## config.mk

```make
export PLATFORM = sky130hd
export DESIGN_NAME = dmem_access_unit
export DESIGN_NICKNAME = d
export VERILOG_FILES = /design/src/rtl/dmem_access_unit.sv
export SDC_FILE = /design/constraint.sdc
export NUM_CORES = 1
export LEC_CHECK = 0
export BUFFER_PORTS_ARGS = -buffer_cell sky130_fd_sc_hd__buf_4
export CORE_ASPECT_RATIO = 1.5
export CORE_UTILIZATION = 37
export DETAILED_ROUTE_END_ITERATION = 7
export PLACE_DENSITY = 0.57
export SYNTH_ARGS = -nofsm -noshare
export SYNTH_HDL_FRONTEND = slang
export SYNTH_SLANG_ARGS = --single-unit
```

## constraint.sdc

```tcl
create_clock -name clock -period 7.95 [get_ports clock]
set_input_delay 1.9875 -clock clock [delete_from_list [all_inputs] [get_ports clock]]
set_output_delay 1.9875 -clock clock [all_outputs]
set_load 0.005 [all_outputs]
```

## src/rtl/dmem_access_unit.sv

```systemverilog
// Load/store unit front end for the data-memory port.
// Accepts one request at a time, range-checks it, drives registered mem_*
// signals one beat per cycle and returns a valid/ready response. Misaligned
// half/word accesses are broken into byte beats and reassembled locally.
module dmem_access_unit #(
  parameter logic [31:0] MEM_BASE         = 32'h0100_0000,
  parameter int unsigned MEM_DEPTH        = 1048576,
  parameter bit          ALLOW_MISALIGNED = 1'b1
) (
  input  logic        clock,
  input  logic        reset,
  input  logic        req_valid,
  output logic        req_ready,
  input  logic        req_write,
  input  logic [31:0] req_addr,
  input  logic [31:0] req_wdata,
  input  logic [1:0]  req_size,
  input  logic        req_sign,
  output logic        resp_valid,
  input  logic        resp_ready,
  output logic [31:0] resp_rdata,
  output logic        resp_error,
  output logic [31:0] mem_address,
  output logic [31:0] mem_data_in,
  output logic        mem_read_write,
  output logic        mem_is_sign,
  output logic [1:0]  mem_access_size,
  input  logic [31:0] mem_data_out
);

  // One past the last legal byte, kept at 33 bits so high addresses cannot wrap into range.
  localparam logic [32:0] LP_LIMIT = {1'b0, MEM_BASE} + 33'(MEM_DEPTH);

  typedef enum logic [2:0] {
    S_IDLE   = 3'd0,
    S_DECODE = 3'd1,
    S_ACCESS = 3'd2,
    S_SAMPLE = 3'd3,
    S_RESP   = 3'd4
  } state_t;

  state_t      r_state;
  state_t      w_state_nxt;

  // Latched request
  logic        r_write;
  logic [31:0] r_addr;
  logic [31:0] r_wdata;
  logic [1:0]  r_size;
  logic        r_sign;

  // Beat tracking and load assembly
  logic [1:0]  r_beat;
  logic [1:0]  w_beat_nxt;
  logic        w_issue;
  logic        w_hold;
  logic [31:0] r_buf;
  logic [31:0] w_buf_merged;

  // Registered outputs
  logic [31:0] r_rdata;
  logic        r_error;
  logic [31:0] r_mem_addr;
  logic [31:0] r_mem_din;
  logic        r_mem_rw;
  logic        r_mem_sign;
  logic [1:0]  r_mem_size;

  // Request decode
  logic [1:0]  w_last_idx;
  logic [32:0] w_end;
  logic        w_range_err;
  logic        w_misal;
  logic        w_err;
  logic        w_last_beat;

  function automatic logic [31:0] f_extend(input logic [31:0] d, input logic [1:0] sz,
                                           input logic sgn);
    logic [31:0] r;
    case (sz)
      2'b00:   r = {{24{sgn & d[7]}}, d[7:0]};
      2'b01:   r = {{16{sgn & d[15]}}, d[15:0]};
      default: r = d;
    endcase
    return r;
  endfunction

  assign w_last_idx  = (r_size == 2'b00) ? 2'd0 : (r_size == 2'b01) ? 2'd1 : 2'd3;
  assign w_end       = {1'b0, r_addr} + {31'b0, w_last_idx} + 33'd1;
  assign w_range_err = (r_size == 2'b11) || (r_addr < MEM_BASE) || (w_end > LP_LIMIT);
  assign w_misal     = ((r_size == 2'b01) && r_addr[0]) ||
                       ((r_size == 2'b10) && (r_addr[1:0] != 2'b00));
  assign w_err       = w_range_err || (w_misal && !ALLOW_MISALIGNED);
  assign w_last_beat = !w_misal || (r_beat == w_last_idx);

  assign req_ready       = (r_state == S_IDLE);
  assign resp_valid      = (r_state == S_RESP);
  assign resp_rdata      = r_rdata;
  assign resp_error      = r_error;
  assign mem_address     = r_mem_addr;
  assign mem_data_in     = r_mem_din;
  assign mem_read_write  = r_mem_rw;
  assign mem_is_sign     = r_mem_sign;
  assign mem_access_size = r_mem_size;

  // State register
  always_ff @(posedge clock or negedge reset) begin
    if (!reset) r_state <= S_IDLE;
    else        r_state <= w_state_nxt;
  end

  // Next-state logic
  always_comb begin
    w_state_nxt = r_state;
    case (r_state)
      S_IDLE:   if (req_valid) w_state_nxt = S_DECODE;
      S_DECODE: w_state_nxt = w_err ? S_RESP : S_ACCESS;
      S_ACCESS: begin
        if (!r_write)         w_state_nxt = S_SAMPLE;
        else if (w_last_beat) w_state_nxt = S_RESP;
        else                  w_state_nxt = S_ACCESS;
      end
      S_SAMPLE: w_state_nxt = w_last_beat ? S_RESP : S_ACCESS;
      S_RESP:   if (resp_ready) w_state_nxt = S_IDLE;
      default:  w_state_nxt = S_IDLE;
    endcase
  end

  // Beat sequencing: decide when a new beat is launched onto the memory bus
  always_comb begin
    w_issue    = 1'b0;
    w_hold     = 1'b0;
    w_beat_nxt = r_beat;
    case (r_state)
      S_DECODE: begin
        if (!w_err) begin
          w_issue    = 1'b1;
          w_beat_nxt = 2'd0;
        end
      end
      S_ACCESS: begin
        if (!r_write) begin
          w_hold = 1'b1;
        end else if (!w_last_beat) begin
          w_issue    = 1'b1;
          w_beat_nxt = r_beat + 2'd1;
        end
      end
      S_SAMPLE: begin
        if (!w_last_beat) begin
          w_issue    = 1'b1;
          w_beat_nxt = r_beat + 2'd1;
        end
      end
      default: ;
    endcase
  end

  // Capture the request on acceptance
  always_ff @(posedge clock) begin
    if (r_state == S_IDLE && req_valid) begin
      r_write <= req_write;
      r_addr  <= req_addr;
      r_wdata <= req_wdata;
      r_size  <= req_size;
      r_sign  <= req_sign;
    end
  end

  // Memory bus registers: load a beat, hold through a load sample, else idle
  always_ff @(posedge clock or negedge reset) begin
    if (!reset) begin
      r_beat     <= 2'd0;
      r_mem_addr <= MEM_BASE;
      r_mem_din  <= 32'd0;
      r_mem_rw   <= 1'b0;
      r_mem_sign <= 1'b0;
      r_mem_size <= 2'b10;
    end else if (w_issue) begin
      r_beat     <= w_beat_nxt;
      r_mem_addr <= r_addr + {30'b0, w_beat_nxt};
      r_mem_rw   <= r_write;
      if (w_misal) begin
        r_mem_size <= 2'b00;
        r_mem_sign <= 1'b0;
        r_mem_din  <= r_write ? {24'b0, r_wdata[{w_beat_nxt, 3'b000} +: 8]} : 32'd0;
      end else begin
        r_mem_size <= r_size;
        r_mem_sign <= r_sign;
        r_mem_din  <= r_write ? r_wdata : 32'd0;
      end
    end else if (!w_hold) begin
      r_mem_addr <= MEM_BASE;
      r_mem_din  <= 32'd0;
      r_mem_rw   <= 1'b0;
      r_mem_sign <= 1'b0;
      r_mem_size <= 2'b10;
    end
  end

  // Merge the byte returned for the current beat into the assembly buffer
  always_comb begin
    w_buf_merged = r_buf;
    w_buf_merged[{r_beat, 3'b000} +: 8] = mem_data_out[7:0];
  end

  // Assembly buffer for split loads
  always_ff @(posedge clock) begin
    if (r_state == S_SAMPLE) r_buf <= w_buf_merged;
  end

  // Response data and error flag
  always_ff @(posedge clock or negedge reset) begin
    if (!reset) begin
      r_rdata <= 32'd0;
      r_error <= 1'b0;
    end else begin
      case (r_state)
        S_DECODE: begin
          r_rdata <= 32'd0;
          r_error <= w_err;
        end
        S_SAMPLE: begin
          if (!w_misal)         r_rdata <= mem_data_out;
          else if (w_last_beat) r_rdata <= f_extend(w_buf_merged, r_size, r_sign);
        end
        default: ;
      endcase
    end
  end

endmodule

```

-- Word level (Yosys, flattened, before mapping)
Cells that the tools add are included.
- register bits: 206
- bits of input ports: 104
- output and inout port bits: 103
- logic and storage cells: 90
- add/subtract/negate cells: 5
- magnitude comparators: 2
- equality and inequality tests: 12
- shift operators: 3
- mux-type cells: 37
- bitwise operators: 2
- reductions and logical operators: 14
- operators by type and width (kind ; number):
    $mux W32 ; 8
    $pmux W32 S2 ; 2
    $add A32 B2 Y33 ; 1
    $add A33 B1 Y33 const B ; 1
    $gt A33 B25 Y1 const B ; 1
    $add A32 B2 Y32 ; 1
    $bwmux W32 ; 1
    $lt A32 B25 Y1 const B ; 1
    $shift A8 B7 Y32 const A ; 1
    $shiftx A32 B6 Y8 ; 1
    $shiftx A8 B7 Y32 ; 1
    $mux W2 ; 8
    $mux W3 ; 5
    $pmux W3 S5 ; 1
    $mux W1 ; 9
    $mux W8 ; 1
    $neg A5 Y7 ; 1
    $eq A3 B2 Y1 const B ; 2
    $pmux W2 S3 ; 1
    $eq A2 B2 Y1 const B ; 2
    $logic_or A1 B1 Y1 ; 4
    $ne A2 B2 Y1 const B ; 2
    $reduce_and A2 Y1 ; 2
    $reduce_bool A2 Y1 ; 2
    13 further kinds ; 16

-- Depth between registers and ports, before layout
Gate-level depths: netlist (run 1).
- depth after elaboration: 13
- mapped depth: 23
- mapped depth without buffers: 21

-- Worst setup path after synthesis (run 1)
OpenSTA, ideal clock, no wires.
- path type: reg2reg
- start: register r_size[1]
- end: register r_mem_addr[30] (netlist: mem_address[30])
- library setup time: 0.083 ns
- arrival: 5.440 ns
- required time: 7.867 ns
- setup slack: 2.427 ns
- cell stages (with the launch flop): 24
- buffers on the path: 3
- cell sequence: edfxtp_1 > clkbuf_1 > clkinv_1 > clkbuf_1 > fa_1 > nand3b_1 > nor3_1 > nand4b_1 > mux2i_1 > a31oi_1 > a211oi_2 > a21oi_1 > buf_2 > mux2_2 > ha_1 > inv_1 > fa_1 > nor3_1 > nand2b_1 > nor3_1 > nand2_1 > or2_2 > xnor2_1 > o21ai_0
- longest elaborated chain between the ends: 11
- elaborated cells on any way between the ends: 28
- those cells by class: 3 x add/sub; 1 x order compare; 5 x eq/ne; 11 x mux; 8 x reduce/logical
- RTL lines (item ; RTL line ; text):
    start, declared ; 49 ; logic [1:0] r_size;
    start signal, assigned ; 165 ; r_size <= req_size;
    $eq A2 B1 Y1 ; 88, 91 ;
    $mux W2 (2 in a row) ; 88 ; assign w_last_idx = (r_size == 2'b00) ? 2'd0 : (r_size == 2'b01) ? 2'd1 : 2'd3;
    $add A32 B2 Y33 ; 89 ; assign w_end = {1'b0, r_addr} + {31'b0, w_last_idx} + 33'd1;
    $add A33 B1 Y33 ; 89 ;
    $gt A33 B25 Y1 ; 90 ; assign w_range_err = (r_size == 2'b11) || (r_addr < MEM_BASE) || (w_end > LP_LIMIT);
    $logic_or A1 B1 Y1 ; 90 ;
    $mux W2 ; 136 ; if (!w_err) begin
    $pmux W2 S3 * ; 134 ; case (r_state)
    net w_beat_nxt[0] ; 54 ; logic [1:0] w_beat_nxt;
    $add A32 B2 Y32 * ; 181 ; r_mem_addr <= r_addr + {30'b0, w_beat_nxt};
    $mux W32 * ; 179 ; end else if (w_issue) begin
    end signal, assigned ; 181 ;
    end, declared ; 63 ; logic [31:0] r_mem_addr;
The timed path passes the listed nets; every way through them passes the cells marked *.
A chain may end at the register's enable or synchronous reset.

-- Worst setup path after layout (run 1)
Same ends and word-level chain as after synthesis.

==> results of run 1 <==
-- flip-flops by register name (all words and copies together), names as in the netlist, 2 cells and up --
signal and cells:
mem_address 32, mem_data_in 32, r_addr 32, r_buf 32, r_wdata 32, resp_rdata 32, r_state 3, mem_access_size 2
r_beat 2, r_size 2
-- placed cells by master, fill, tap and decap left out, drive strengths merged, types with 28 or more instances in the layout --
cell,synthesis,routed
nand2,205,205
o21ai,169,169
dfrtp,104,104
inv,46,48
edfxtp,100,100
nand3,63,63
nor2,77,77
a21oi,28,28
clkbuf,65,29
buf,12,218
-- area by class of cell --
class / count / area [um^2] / share of cell area
multi-input combinational: 770 / 4330 / 0.335
clock buffer: 28 / 573 / 0.0444
sequential: 206 / 5660 / 0.438
tap: 346 / 433 / 0.0335
timing repair buffer: 219 / 1640 / 0.127
inverter: 47 / 176 / 0.0137
clock inverter: 12 / 104 / 0.00804
-- worst min path at each step --
stage,depth (start not counted),slack (ps),to
6_report,2,480,mem_data_in[26]$_DFFE_PN0P_
5_1_grt,2,510,resp_rdata[0]$_DFFE_PN0P_
4_1_cts,2,490,mem_data_in[11]$_DFFE_PN0P_
3_5_place_dp,2,470,mem_data_in[25]$_DFFE_PN0P_
3_3_place_gp,2,470,mem_address[4]$_DFFE_PN0P_
2_1_floorplan,2,470,resp_rdata[0]$_DFFE_PN0P_
-- synth_stat cells (all sizes together) (3+ instances only) --
master	count
a2111oi	3
nand2	205
nand2b	9
o41ai	7
or2	3
mux2i	22
nor3b	3
and3	6
a31oi	4
nor3	16
a22o	3
and2	5
dfrtp	104
o21a	4
nand4	17
nor2b	4
a21oi	28
o21ai	169
xnor2	24
edfxtp	100
inv	46
nand3	63
nor2	77
buf	12
o22a	3
a221oi	8
nand4b	3
nor4	5
ha	9
a211oi	13
and4	5
mux2	5
a31o	9
xor2	13
clkbuf	65
-- worst max-delay path: stages (launching register included) --
cell and delay [ps]:
edfxtp_1 610, clkinv_1 610, fa_1 630, nand3b_1 340
nor3_1 550, nand4b_1 190, mux2i_1 180, a31oi_1 290
a211oi_4 80, a21oi_2 350, mux2_2 230, ha_1 160
inv_1 50, fa_1 430, nor3_1 400, nand2b_1 210
nor3_1 520, nand2_1 170, or2_2 320, xnor2_1 130
o21ai_0 190
-- power by group through the flow --
stage | combinational (W) | clock [W] | sequential [W]
5_1_grt | 0.000512 | 0.00106 | 0.00134
3_3_place_gp | 0.000457 | 0 | 0.00135
2_1_floorplan | 0.000340 | 0 | 0.00128
3_5_place_dp | 0.000461 | 0 | 0.00135
4_1_cts | 0.000463 | 0.00102 | 0.00133
6_report | 0.000456 | 0.000988 | 0.00133
-- logic make-up (layout without fill, tap and decap cells) --
group	count (synthesis)	in the layout	share of synthesized area
buffers and inverters	124	306	0.0488
adder cells (fa/ha/maj)	11	11	0.0146
AND/OR/NAND/NOR	430	430	0.185
flip-flops	206	206	0.541
AO/OA/AOI/OAI	265	265	0.154
multiplexers	27	27	0.0264
XOR/XNOR	37	37	0.0310
-- stage by stage --
step | hold WS [ps] | instance area [um^2] | util | cells
after floorplan | 467 | 10500 | - | 1100
after global placement | 466 | 12200 | 0.439 | 1587
after detailed placement | 472 | 12200 | 0.439 | 1587
after CTS | 486 | 12900 | 0.463 | 1627
after global routing | 510 | 12900 | 0.463 | 1628
final | 479 | 12900 | 0.463 | 1628
-- metal layers --
| metal | up-vias | wire (um) | track usage |
|---|---|---|---|
| met4 | 0 | 654 | 0.0640 |
| met2 | 290 | 15200 | 0.364 |
| li1 | 4206 | - | - |
| met1 | 4122 | 12100 | 0.258 |
| met3 | 37 | 1850 | 0.0329 |
| met5 | - | 0 | 0 |
==> impl_metrics.toml, run 1 <==
[place]
port_buffers = 206
hpwl_um = 20900
pre_cts_ws_ps = 1200
gp_congestion = 0.857

[cts]
cts_htree_levels = 1
cts_sinks = 206
path_clk_slew_ps = 70
cts_resized = 0
cts_tree = "done"
worstSkewPairLatency_ps = 530
post-cts-setup-buffers = 0
postCtsHoldBufs = 0
cts_made_buffers = 22
root_buffer = "clkbuf_16"
clockBufferDepth = 3

[logic_synthesis]
avgSynthCellArea_um2 = 9.51
synth-warning-count = 0
synth_area_leader_cell = "edfxtp_1"
synth_nets = 1215
ys_seq_area_frac = 0.541
synthTopCellsByArea = "edfxtp_1 29%, dfrtp_1 25%, o21ai_0 7.7%, nand2_1 7.4%, nand3_1 3.0%"
synth-edff-count = 100
synth-main-ff-cell = "dfrtp_1"
async_flop_share = 0.515
synth.top_cell.area_share = 0.287
syn_area_mm2 = 0.0105
synthCells = 1100
ys_seq_elements = 206
synth.distinct_cells = 67

[global_route]
grt_pass1_vias = 8411
grt_max_degree = 69
overflow = 0
grt_first_pass_wirelength_um = 47100
grt_antenna_before_repair = 0
grt_use_total = 0.207

[pwr]
ir_drop_uv = 168
clkPwrFrac = 0.356
pwr-share-comb = 0.164
swShare = 0.302
seq_power_share = 0.479
p_switching_w = 0.000838
p_leak_nw = 5.35
internal-power_w = 0.00194
power_w = 0.00277
powerDensity_mw_per_mm2 = 215

[final_layout]
syn_to_final_growth_pct = 23.4
diodes = 0
layout-drive-gt1-share = 0.222
fin_nets = 1381
nFillCells = 2651

[sta]
hold_viol = 0
grt_setup_unrepaired = "false"
final.setup.worst_slack_ps = 1180
tightest_slew_ps = 1140
period_needed_ps = 6770
fin_tns_setup_ps = 0
fmax_mhz = 148
min_period_over_period = 0.852
setup_violations = 0
finalClockSkew_ps = 17.5
slew_headroom = 0.241
slew_violations = 0

[worst_setup_path]
crit_path_end_kind = "flop"
r2r_slack_ps = 1180
critPathKind = "flop to flop"
critPathRequiredTime_ps = 8370
r2r_cells = 20
cp-startpoint = "r_size[1]$_DFFE_PP_"
path_max_fanout = 18
worstPathArrival_ps = 7200
r2r_end = "mem_address[30]$_DFFE_PN0P_"
r2r-start = "r_size[1]$_DFFE_PP_"
worstSetupStartpointType = "flop"
crit_path_end = "mem_address[30]$_DFFE_PN0P_"

[hold_path]
min_from = "mem_data_in[26]$_DFFE_PN0P_"
hold_class = "flop to flop"

[routing]
drc = 0
route.antenna.remaining_nets = 0
dr.pass1.iters = 5
drt_iter0_drc = 546
wl_um = 29800
vias = 8655
routedWlPerCell_um = 18.3
viasPerCell = 5.32

[floorplan]
die_h_um = 208
io_pins = 207
die_x_um = 139
coreArea_mm2 = 0.0279
start_util = 0.376
num_rows = 75
dieArea_mm2 = 0.0290

[job]
cap_violations = 0

[outcome]
status = "complete, no violations"
Power figures use the tool's default switching activity.
==> run 2, diff against run 1 <==
--- a/config.mk
+++ b/config.mk
@@ -9,7 +9,7 @@
 export CORE_ASPECT_RATIO = 1.5
 export CORE_UTILIZATION = 37
 export DETAILED_ROUTE_END_ITERATION = 7
-export PLACE_DENSITY = 0.57
+export PLACE_DENSITY = 0.59
 export SYNTH_ARGS = -nofsm -noshare
 export SYNTH_HDL_FRONTEND = slang
 export SYNTH_SLANG_ARGS = --single-unit
==> constraint.sdc (replaced) <==
create_clock -name clock -period 5.5 [get_ports clock]
set_input_delay 1.375 -clock clock [delete_from_list [all_inputs] [get_ports clock]]
set_output_delay 1.375 -clock clock [all_outputs]
set_load 0.005 [all_outputs]
==> impl_metrics.toml, run 2 (same netlist as run 1, synthesis figures left out) <==
[worst_setup_path]
path_max_fanout = 8
critPathMaxStageDelay_ps = 430
critPathBufInv = 2
r2r_end = "mem_address[30]$_DFFE_PN0P_"
critPathRequiredTime_ps = 5920
crit_path_end = "mem_address[30]$_DFFE_PN0P_"
r2r-start = "r_size[1]$_DFFE_PP_"
cp_slowest_cell = "edfxtp_1"
cp-startpoint = "r_size[1]$_DFFE_PP_"
r2r_slack_ps = 380
crit_path_end_kind = "flop"
critPathKind = "flop to flop"
crit_chain = "nor2_1, ha_1, fa_1, nand3b_1, buf_4, nor4_4, mux2i_1, o221a_2, nand4b_1, a211oi_4, a21oi_2, mux2_2, ha_1, inv_1, fa_1, nor3_1, nand2b_1, nor3_4, nand2_1, or2_2, xnor2_1, o21ai_0"
worstPathArrival_ps = 5540
r2r_cells = 22
cpLargestDelayFamily = "simple AND/OR/NAND/NOR gates"
worstSetupStartpointType = "flop"
path_depth = 22

[hold_path]
hold_class = "flop to flop"

[pwr]
clkPwrFrac = 0.364
seq_power_share = 0.469
p_switching_w = 0.00120
ir_drop_uv = 275
internal-power_w = 0.00288
swShare = 0.294
powerDensity_mw_per_mm2 = 312
p_leak_nw = 5.45
pwr-share-comb = 0.167

[global_route]
grt_first_pass_wirelength_um = 47400
grt_pass1_vias = 8443
grt_max_degree = 72
grt_use_total = 0.209
overflow = 0
grt_antenna_before_repair = 0

[cts]
path_clk_slew_ps = 70
clockBufferDepth = 3
postCtsHoldBufs = 0
worstSkewPairLatency_ps = 520
cts_htree_levels = 1
root_buffer = "clkbuf_16"
cts_made_buffers = 22
cts_tree = "done"
cts_sinks = 206

[final_layout]
nFillCells = 2624
layout-drive-gt1-share = 0.231
layout_commonest_cell = "buf_4"
diodes = 0
final_cell_area_mm2 = 0.0131
syn_to_final_growth_pct = 25.0
layout_common_cells = "228 x buf_4, 205 x nand2_1, 162 x o21ai_0"
fin_nets = 1391

[place]
placed_cell_area_mm2 = 0.0123
gp_congestion = 0.924
hpwl_um = 21400
pre_cts_ws_ps = 123
port_buffers = 206

[routing]
route.antenna.remaining_nets = 0
vias = 8716
viasPerCell = 5.32
routedWlPerCell_um = 18.5
dr.pass1.iters = 6
wl_um = 30300
drt_iter0_drc = 477
drc = 0

[sta]
setup_violations = 0
final.setup.worst_slack_ps = 381
grt_setup_unrepaired = "false"
fmax_mhz = 195
slew_headroom = 0.165
min_period_over_period = 0.931
finalClockSkew_ps = 17.6
tightest_slew_ps = 1250
hold_viol = 0
fin_tns_setup_ps = 0
slew_violations = 0
period_needed_ps = 5120

[floorplan]
die_x_um = 139
num_rows = 75
dieArea_mm2 = 0.0290
die_h_um = 208
start_util = 0.376
io_pins = 207
coreArea_mm2 = 0.0279

[job]
cap_violations = 0

[outcome]
status = "complete, no violations"
run 2: changes by cell type in the layout (fill, tap and decap cells not counted), sizes merged:
cell	before	now
inv	48	46
clkinv	10	8
buf	218	229
bufinv	1	2
clkinvlp	0	2
run 2: power groups by stage:
stage               sequential [W]  combinational, W  clock, W
floorplan                  0.00185          0.000493         0
CTS                        0.00191          0.000685   0.00153
global placement           0.00194          0.000674         0
detailed placement         0.00194          0.000680         0
finish                     0.00191          0.000681   0.00149
global route               0.00193          0.000766   0.00158
run 2: cell type report:
| cell class | instances | area, um^2 | area share |
|---|---|---|---|
| clock inverters | 11 | 105 | 0.00804 |
| multi-input cells | 770 | 4370 | 0.334 |
| repair buffers | 229 | 1730 | 0.132 |
| well taps | 346 | 433 | 0.0331 |
| flip-flops and latches | 206 | 5660 | 0.433 |
| clock buffers | 29 | 608 | 0.0465 |
| inverters | 47 | 176 | 0.0135 |
run 2: routing by layer:
layer / GRT usage / vias to the layer above / routed length (um)
met4: 0.0831 / 0 / 958
met2: 0.370 / 317 / 15500
li1: - / 4223 / -
met3: 0.0315 / 53 / 1680
met1: 0.252 / 4123 / 12100
met5: 0 / - / 0
run 2: worst min-delay path by stage:
stage / start / end / slack [ps] / depth (start not counted)
6_report: mem_data_in[27]$_DFFE_PN0P_ / mem_data_in[27]$_DFFE_PN0P_ / 480 / 2
5_1_grt: mem_data_in[13]$_DFFE_PN0P_ / mem_data_in[13]$_DFFE_PN0P_ / 510 / 2
4_1_cts: mem_address[1]$_DFFE_PN0P_ / mem_address[1]$_DFFE_PN0P_ / 490 / 2
3_5_place_dp: mem_address[1]$_DFFE_PN0P_ / mem_address[1]$_DFFE_PN0P_ / 470 / 2
3_3_place_gp: mem_data_in[29]$_DFFE_PN0P_ / mem_data_in[29]$_DFFE_PN0P_ / 470 / 2
2_1_floorplan: resp_rdata[0]$_DFFE_PN0P_ / resp_rdata[0]$_DFFE_PN0P_ / 470 / 2
run 2: worst reg2reg max path, cell delays in order, from the launching register on:
cell      delay [ps]
edfxtp_1         430
nor2_1            80
ha_1             200
fa_1             390
nand3b_1         170
buf_4            190
nor4_4           340
mux2i_1          130
o221a_2          260
nand4b_1         160
a211oi_4          90
a21oi_2          240
mux2_2           200
ha_1             160
inv_1             50
fa_1             420
nor3_1           310
nand2b_1         240
nor3_4           260
nand2_1          120
or2_2            310
xnor2_1          120
o21ai_0          180
run 2: timing repair:
action                                 4_1_cts  5_1_grt
buffers inserted                             0        1
gates resized for setup                      0        5
endpoints found under the hold margin        0        0
setup endpoints to repair                    0        8
run 2: metrics by stage:
stage          instances   util  hold WS [ps]  power (W)
2_1_floorplan       1100      -           467    0.00235
3_3_place_gp        1597  0.442           468    0.00262
3_5_place_dp        1597  0.442           475    0.00262
4_1_cts             1637  0.468           488    0.00413
5_1_grt             1638  0.469           513    0.00428
6_report            1638  0.469           483    0.00408
